--- src/rtl/bin_to_bcd_seq_if.sv ---
// Request/result bundle for bin_to_bcd_seq: the master drives the value and the
// start request, the slave (converter) returns status and the formatted digits.
interface bin_to_bcd_seq_if #(
    parameter int unsigned WIDTH  = 32,
    parameter int unsigned DIGITS = 10
);
    logic [WIDTH-1:0]                 bin_i;
    logic                             start_i;
    logic                             busy_o;
    logic                             done_o;
    logic                             valid_o;
    logic                             ovf_o;
    logic [8*DIGITS-1:0]              digits_o;
    logic [$clog2(DIGITS+1)-1:0]      ndigits_o;

    modport master (
        output bin_i, start_i,
        input  busy_o, done_o, valid_o, ovf_o, digits_o, ndigits_o
    );

    modport slave (
        input  bin_i, start_i,
        output busy_o, done_o, valid_o, ovf_o, digits_o, ndigits_o
    );
endinterface

--- src/rtl/bin_to_bcd_seq.sv ---
// Sequential double-dabble binary-to-decimal converter, one input bit per clock,
// with ASCII/raw-BCD encoding, optional leading-zero blanking and overflow flag.
module bin_to_bcd_seq #(
    parameter int unsigned WIDTH    = 32,
    parameter int unsigned DIGITS   = 10,
    parameter int unsigned ASCII    = 1,
    parameter int unsigned BLANK_LZ = 0
) (
    input logic             clk_i,
    input logic             rst_ni,
    bin_to_bcd_seq_if.slave bus
);
    localparam int unsigned CNT_W = (WIDTH > 1) ? $clog2(WIDTH) : 1;
    localparam int unsigned NW    = $clog2(DIGITS + 1);

    typedef enum logic [1:0] {IDLE, SHIFT, FINISH} state_e;

    state_e                state_q, state_d;
    logic                  start_q;
    logic [WIDTH-1:0]      shreg_q, shreg_d;
    logic [4*DIGITS-1:0]   bcd_q, bcd_d;
    logic                  ovf_acc_q, ovf_acc_d;
    logic [CNT_W-1:0]      cnt_q, cnt_d;
    logic                  done_q, done_d;
    logic                  valid_q, valid_d;
    logic                  ovf_q, ovf_d;
    logic [8*DIGITS-1:0]   digits_q, digits_d;
    logic [NW-1:0]         ndigits_q, ndigits_d;

    logic                  accept;
    logic [4*DIGITS-1:0]   adj;
    logic [NW-1:0]         nsig;
    logic [8*DIGITS-1:0]   enc;
    logic [3:0]            adj_dig;
    logic [3:0]            enc_dig;

    // Datapath helpers: add-3 correction, significant-digit count, output encoding
    always_comb begin
        accept  = bus.start_i & ~start_q & (state_q == IDLE);
        adj     = '0;
        nsig    = NW'(1);
        enc     = '0;
        adj_dig = '0;
        enc_dig = '0;
        for (int unsigned i = 0; i < DIGITS; i++) begin
            adj_dig = bcd_q[4*i +: 4];
            adj[4*i +: 4] = (adj_dig >= 4'd5) ? adj_dig + 4'd3 : adj_dig;
            if (bcd_q[4*i +: 4] != 4'd0) begin
                nsig = NW'(i + 1);
            end
        end
        for (int unsigned i = 0; i < DIGITS; i++) begin
            enc_dig = bcd_q[4*i +: 4];
            if ((BLANK_LZ != 0) && (i >= 32'(nsig))) begin
                enc[8*i +: 8] = (ASCII != 0) ? 8'h20 : 8'h0F;
            end else begin
                enc[8*i +: 8] = (ASCII != 0) ? {4'h3, enc_dig} : {4'h0, enc_dig};
            end
        end
    end

    always_comb begin
        state_d   = state_q;
        shreg_d   = shreg_q;
        bcd_d     = bcd_q;
        ovf_acc_d = ovf_acc_q;
        cnt_d     = cnt_q;
        done_d    = 1'b0;
        valid_d   = valid_q;
        ovf_d     = ovf_q;
        digits_d  = digits_q;
        ndigits_d = ndigits_q;
        case (state_q)
            IDLE: begin
                if (accept) begin
                    shreg_d   = bus.bin_i;
                    bcd_d     = '0;
                    ovf_acc_d = 1'b0;
                    cnt_d     = '0;
                    state_d   = SHIFT;
                end
            end
            SHIFT: begin
                // Bit leaving the top digit is a lost decimal carry
                bcd_d     = {adj[4*DIGITS-2:0], shreg_q[WIDTH-1]};
                ovf_acc_d = ovf_acc_q | adj[4*DIGITS-1];
                shreg_d   = shreg_q << 1;
                cnt_d     = cnt_q + CNT_W'(1);
                if (cnt_q == CNT_W'(WIDTH - 1)) begin
                    state_d = FINISH;
                end
            end
            FINISH: begin
                digits_d  = enc;
                ndigits_d = nsig;
                ovf_d     = ovf_acc_q;
                done_d    = 1'b1;
                valid_d   = 1'b1;
                state_d   = IDLE;
            end
            default: state_d = IDLE;
        endcase
    end

    always_ff @(posedge clk_i or negedge rst_ni) begin
        if (!rst_ni) begin
            state_q   <= IDLE;
            start_q   <= 1'b0;
            shreg_q   <= '0;
            bcd_q     <= '0;
            ovf_acc_q <= 1'b0;
            cnt_q     <= '0;
            done_q    <= 1'b0;
            valid_q   <= 1'b0;
            ovf_q     <= 1'b0;
            digits_q  <= '0;
            ndigits_q <= '0;
        end else begin
            state_q   <= state_d;
            start_q   <= bus.start_i;
            shreg_q   <= shreg_d;
            bcd_q     <= bcd_d;
            ovf_acc_q <= ovf_acc_d;
            cnt_q     <= cnt_d;
            done_q    <= done_d;
            valid_q   <= valid_d;
            ovf_q     <= ovf_d;
            digits_q  <= digits_d;
            ndigits_q <= ndigits_d;
        end
    end

    assign bus.busy_o    = (state_q != IDLE);
    assign bus.done_o    = done_q;
    assign bus.valid_o   = valid_q;
    assign bus.ovf_o     = ovf_q;
    assign bus.digits_o  = digits_q;
    assign bus.ndigits_o = ndigits_q;
endmodule
--- src/flat_wrapper.sv ---
// flat-port wrapper written by rule: the top's interface ports become plain ports
module bin_to_bcd_seq_flat 
#(
    parameter int unsigned WIDTH    = 32,
    parameter int unsigned DIGITS   = 10,
    parameter int unsigned ASCII    = 1,
    parameter int unsigned BLANK_LZ = 0
)
  (clk_i, rst_ni, bus_bin_i, bus_start_i, bus_busy_o, bus_done_o, bus_valid_o, bus_ovf_o, bus_digits_o, bus_ndigits_o);
  bin_to_bcd_seq_if #(.WIDTH(WIDTH), .DIGITS(DIGITS)) bus_i ();
  input logic clk_i;
  input logic rst_ni;
  input wire logic [$bits(bus_i.bin_i)-1:0] bus_bin_i;
  input wire logic [$bits(bus_i.start_i)-1:0] bus_start_i;
  output wire logic [$bits(bus_i.busy_o)-1:0] bus_busy_o;
  output wire logic [$bits(bus_i.done_o)-1:0] bus_done_o;
  output wire logic [$bits(bus_i.valid_o)-1:0] bus_valid_o;
  output wire logic [$bits(bus_i.ovf_o)-1:0] bus_ovf_o;
  output wire logic [$bits(bus_i.digits_o)-1:0] bus_digits_o;
  output wire logic [$bits(bus_i.ndigits_o)-1:0] bus_ndigits_o;
  assign bus_i.bin_i = bus_bin_i;
  assign bus_i.start_i = bus_start_i;
  assign bus_busy_o = bus_i.busy_o;
  assign bus_done_o = bus_i.done_o;
  assign bus_valid_o = bus_i.valid_o;
  assign bus_ovf_o = bus_i.ovf_o;
  assign bus_digits_o = bus_i.digits_o;
  assign bus_ndigits_o = bus_i.ndigits_o;
  bin_to_bcd_seq #(.WIDTH(WIDTH), .DIGITS(DIGITS), .ASCII(ASCII), .BLANK_LZ(BLANK_LZ)) u_core (.clk_i(clk_i), .rst_ni(rst_ni), .bus(bus_i));
endmodule
--- config.mk ---
export PLATFORM = sky130hd
export DESIGN_NAME = bin_to_bcd_seq_flat
export DESIGN_NICKNAME = d
export VERILOG_FILES = /design/src/rtl/bin_to_bcd_seq_if.sv /design/src/rtl/bin_to_bcd_seq.sv /design/src/flat_wrapper.sv
export SDC_FILE = /design/constraint.sdc
export NUM_CORES = 1
export LEC_CHECK = 0
export CORE_ASPECT_RATIO = 1.5
export CORE_MARGIN = 5
export CORE_UTILIZATION = 35
export CTS_CLUSTER_DIAMETER = 80
export CTS_CLUSTER_SIZE = 16
export DETAILED_ROUTE_END_ITERATION = 7
export GPL_TIMING_DRIVEN = 0
export RECOVER_POWER = 25
export SLEW_MARGIN = 20
export SYNTH_ARGS = -nofsm -noshare
export SYNTH_HDL_FRONTEND = slang
export SYNTH_SLANG_ARGS = --single-unit
--- constraint.sdc ---
create_clock -name clk_i -period 2.33 [get_ports clk_i]
set_clock_uncertainty 0.15 [all_clocks]
set_input_delay 0.3495 -clock clk_i [delete_from_list [all_inputs] [get_ports clk_i]]
set_output_delay 0.3495 -clock clk_i [all_outputs]
set_load 0.01 [all_outputs]
Yosys cells after proc, flatten, opt, wreduce, memory -nomap -nowiden
Cells that the tools add are included. Widths: inputs -> output; s select.

Add/subtract/negate cells: 11. $mul: 0. Divide/modulo/power cells: 0. Order comparisons: 10. Equal/unequal tests: 5. Shifts and indexed selects: 0. Muxes and demuxes: 31. Bitwise operators: 4. Reduce and logical (&&, ||, !) cells: 14.

Operator list (number): $pmux 40 s2 (1); $mux 4 (18); $pmux 32 s2 (1); $add 4x2->4 const B (10); $ge 4x3->1 const B (10); $mux 40 (1); $reduce_bool 4->1 (9); $mux 32 (1); $pmux 5 s2 (1); $mux 2 (3); $add 5x1->5 const B (1); $eq 5x5->1 const B (1); $mux 5 (1); $ne 2x1->1 const B (2); $pmux 2 s2 (1); $reduce_and 2->1 (2); $reduce_bool 2->1 (2); $and 1x1->1 (2); $eq 2x1->1 const B (1); $eq 2x2->1 const B (1); $logic_not 2->1 (1); $mux 1 (2); $pmux 1 s2 (1); $not 1->1 (1); $or 1x1->1 (1).

Bits in registers: 147. Latch bits: 0. RAM bits: 0. Bits in read-only memories: 0. Input port bits: 35. Output and inout bits: 88. Word-level logic and storage cells: 86. Memories: 0.

Depth between registers and ports, before layout
Gate-level depths: netlist of the first run.

Depth in word-level cells: 10. Mapped depth: 6. Gate-level depth less buffers: 6.

Worst setup path before layout of the first run
No wires, ideal clock.

Path kind: register -> register. Start point: register u_core.bcd_q[32]. End point: register u_core.ndigits_q[3] (netlist: u_core.bus.ndigits_o[3]). Setup time: 119 ps. Data arrival time: 1524 ps. Data required time: 2061 ps. Path slack: 537 ps. Cell stages (with the launch flop): 7. Buffers on the path: 0. Period minus slack after synthesis: 1793 ps. Path through: dfrtp_1 > inv_1 > ha_1 > or3b_4 > nor4b_4 > nand2_1 > o21a_1.

Word-level cells in the longest chain between the ends: 3.

RTL lines: from (decl) (line bin_to_bcd_seq.sv:21) `logic [4*DIGITS-1:0] bcd_q, bcd_d;`; from (signal assigned) (line bin_to_bcd_seq.sv:110) `bcd_q <= '0;`; from (signal assigned) (line bin_to_bcd_seq.sv:122) `bcd_q <= bcd_d;`; $reduce_bool 4->1 (line bin_to_bcd_seq.sv:48) `if (bcd_q[4*i +: 4] != 4'd0) begin`; $mux 4 (2 in a row) (line bin_to_bcd_seq.sv:48); to (signal assigned) (line bin_to_bcd_seq.sv:129) `ndigits_q <= ndigits_d;`; to (decl) (line bin_to_bcd_seq.sv:28) `logic [NW-1:0] ndigits_q, ndigits_d;`.

No other way between the ends. A chain may end at the register's enable or synchronous reset.

==> impl_metrics.tcl, run 1 <==
set metrics [dict create \
    status "finished clean" \
    slew_headroom_pct 38.1 \
    ios 123 \
    die_area_um2 20200 \
    root_buffer "clkbuf_16" \
    cts_setup_buffers 0 \
    core_area_um2 17300 \
    worst-endpoint-arrival_ns 1.67 \
    finalHoldViolCount 0 \
    start_util_pct 35.3 \
    start_kind "flip-flop" \
    die_h_um 172 \
    n_antenna_cell 0 \
    fmaxAchievable_mhz 462 \
    grt_max_degree 102 \
    period_share_pct 93.0 \
    totalNegativeSetupSlack_ns 0 \
    wl_met1_mm 6.32 \
    worstHoldPathType "in2async" \
    stdcell_count 980 \
    grt_pass1_vias 5121 \
    path_delay_family "buffers and inverters" \
    area_growth_pct 32.8 \
    utilization_pct 46.8 \
    crit_start "u_core.bus.digits_o[69]" \
    slowest_stage "dfrtp_2" \
    crit_type "reg2out" \
    wl_met3_um 886 \
    viasPerCell 4.93 \
    yosysWarnings 0 \
    dr_total_vias 4831 \
    cts_htree_levels 4 \
    crit_chain "buf_4, clkdlybuf4s50_1" \
    final_nets 811 \
    max_stage_delay_ns 0.56 \
    wl_met2_mm 8.10 \
    worstMarginPinSlew_ns 0.929 \
    ys.flop_type "dfrtp_1" \
    ant_nets 0 \
    layout_min_cycle_time_ns 2.17 \
    finalWeightedCongestion 0.790 \
    overflow 0 \
    synth-async-reset-ratio_pct 100 \
    clk_pin_slew_ns 0.06 \
    grt_usage_pct 15.6 \
    timing.rr.start "u_core.bcd_q[32]" \
    ff_latch_area_um2 3200 \
    maxCapViolations 0 \
    synth_seq_area_share_pct 52.6 \
    ys_types 45 \
    rows 59 \
    synth.area.top_cells "dfrtp_1 53%, nand2_1 6.1%, buf_4 5.1%" \
    drive_gt1_share_pct 14.1 \
    drt_iter0_drc 169 \
    firstDrtPassIters 4 \
    rsz0062_at_grt "no" \
    power_density_nw_per_um2 1310 \
    setup_viol 0 \
    syn-cell-area_um2 6090 \
    ys_seq_elements 128 \
    grt_pass1_wl_mm 25.7 \
    netlist.area_leader.share_pct 52.6 \
    cp.required_ns 1.83 \
    yosysTopAreaCell "dfrtp_1" \
    port_buffers 102 \
    clockBufferDepth 2 \
    drcViolationCount 0 \
    avgSynthCellArea_um2 9.96 \
    cts_tree "built" \
    multi_input_area_um2 2420 \
    syn_inst 612 \
    finalPower_mw 10.6 \
    die_width_um 118 \
    top_layer_used "met4" \
    crit_fanout 22 \
    final_max_slew_viol_count 0 \
    hpwl_mm 11.2 \
    synth_edf_count 0 \
    dp.cells 947 \
    max-vdd-ir-drop_v 0.000546 \
    clock_latency_ns 0.41 \
    wl_per_cell_um 15.8 \
    cp-end-kind "output pin" \
    cts_buffers 17 \
    drt_wl_total_mm 15.5 \
    n_fill_cell 1680 \
    crit_buf_inv 2 \
    antenna_found_initial 0 \
    cts_sinks 128 \
    p_leak_nw 3.67 \
]
## worst paths after layout
check / end / slack, ns / cells past startpoint
max: bus_digits_o[44] / 0.16 / 2
min: u_core.shreg_q[15] / 0.22 / 2
max reg2reg: u_core.bus.ndigits_o[3] / 0.34 / 6
min reg2reg: u_core.bus.digits_o[35] / 0.32 / 2
max in group asynchronous: u_core.bus.digits_o[69] / 0.60 / 3
min in group clk_i: u_core.bus.digits_o[35] / 0.32 / 2
## where the power goes
| group | total [mW] | switching, mW | internal [mW] |
|---|---|---|---|
| registers | 3.73 | 0.652 | 3.08 |
| clock network | 2.74 | 1.00 | 1.74 |
| logic | 4.09 | 2.19 | 1.90 |
| total | 10.6 | 3.85 | 6.72 |
## cells in the final DEF, fill, tap and decap left out, drive strengths merged, types with 14 or more instances in the layout
cell type      Yosys  final
dfrtp            128    128
ha                22     22
nand2             99     99
a21oi             14     14
nand2b            15     15
conb               1     20
clkbuf            13     33
o22ai             37     37
buf               58     59
nor2              60     60
inv               25     26
clkdlybuf4s50      0    100
o21ai             47     47
## state kept, by name (all words and copies together) (netlist names)
register              cells
u_core.bcd_q             40
u_core.bus.digits_o      41
u_core.start_q            1
u_core.ovf_acc_q          1
u_core.bus.done_o         1
u_core.bus.ndigits_o      4
u_core.bus.ovf_o          1
u_core.cnt_q              5
u_core.shreg_q           32
u_core.state_q            2
## routing by layer
metal,vias to the layer above,track usage (%)
li1,2323,-
met1,2349,17.9
met3,18,3.85
met5,-,0
met4,0,5.34
met2,141,28.5
## worst reg2reg max path, stage by stage, from the launching register on
cell and delay [ns]:
dfrtp_1 0.41, inv_1 0.14, ha_1 0.23, or3b_4 0.43
nor4b_4 0.28, nand2_1 0.12, o21a_1 0.13
## area by class of cell
cell class                 instances  share of cell area [%]
buffer                            71                    5.46
clock buffer                      19                    5.60
clock inverter                    13                    1.99
inverter                          25                    1.16
multi-input combinational        407                    30.0
sequential                       128                    39.6
tap                              213                    3.29
timing repair buffer             104                    12.9
## cell families after synthesis
| kind of cell | count (synthesis) | synth area share (%) |
|---|---|---|
| buffers and inverters | 96 | 8.81 |
| flip-flops | 128 | 52.6 |
| other | 1 | 0.0615 |
| AND/OR/NAND/NOR | 194 | 14.4 |
| XOR/XNOR | 19 | 2.73 |
| adder cells (fa/ha/maj) | 22 | 4.52 |
| AO/OA/AOI/OAI | 142 | 15.1 |
| multiplexers | 10 | 1.81 |
## synthesized netlist by cell type, drive strengths merged (13+ instances only)
library cell	instances
a21oi	14
buf	58
clkbuf	13
dfrtp	128
ha	22
inv	25
nand2	99
nand2b	15
nor2	60
o21ai	47
o22ai	37
## what timing repair did
item	4_1_cts	5_1_grt
setup endpoints to repair	20	0
hold buffers	1	0
gates resized for setup	1	0
endpoints found under the hold margin	27	0
## metrics by stage
step                      area (um^2)  hold WS, ns  worst slack, ns
final                            8090        0.221            0.163
after global routing             8090        0.237           0.0591
after CTS                        8110        0.221            0.116
after detailed placement         7480       0.0658          -0.0578
after global placement           7450        0.306            -4.21
after floorplan                  6160      -0.0961            0.537
(Power assumes the default switching activity.)
==> run 2: changes to the inputs <==
CAP_MARGIN = 20   (was default)
HOLD_SLACK_MARGIN = 0.15   (was default)
SKIP_LAST_GASP = 1   (was default)
==> results of run 2 <==
The final DEF is identical to that of run 1; final timing and power are the same.
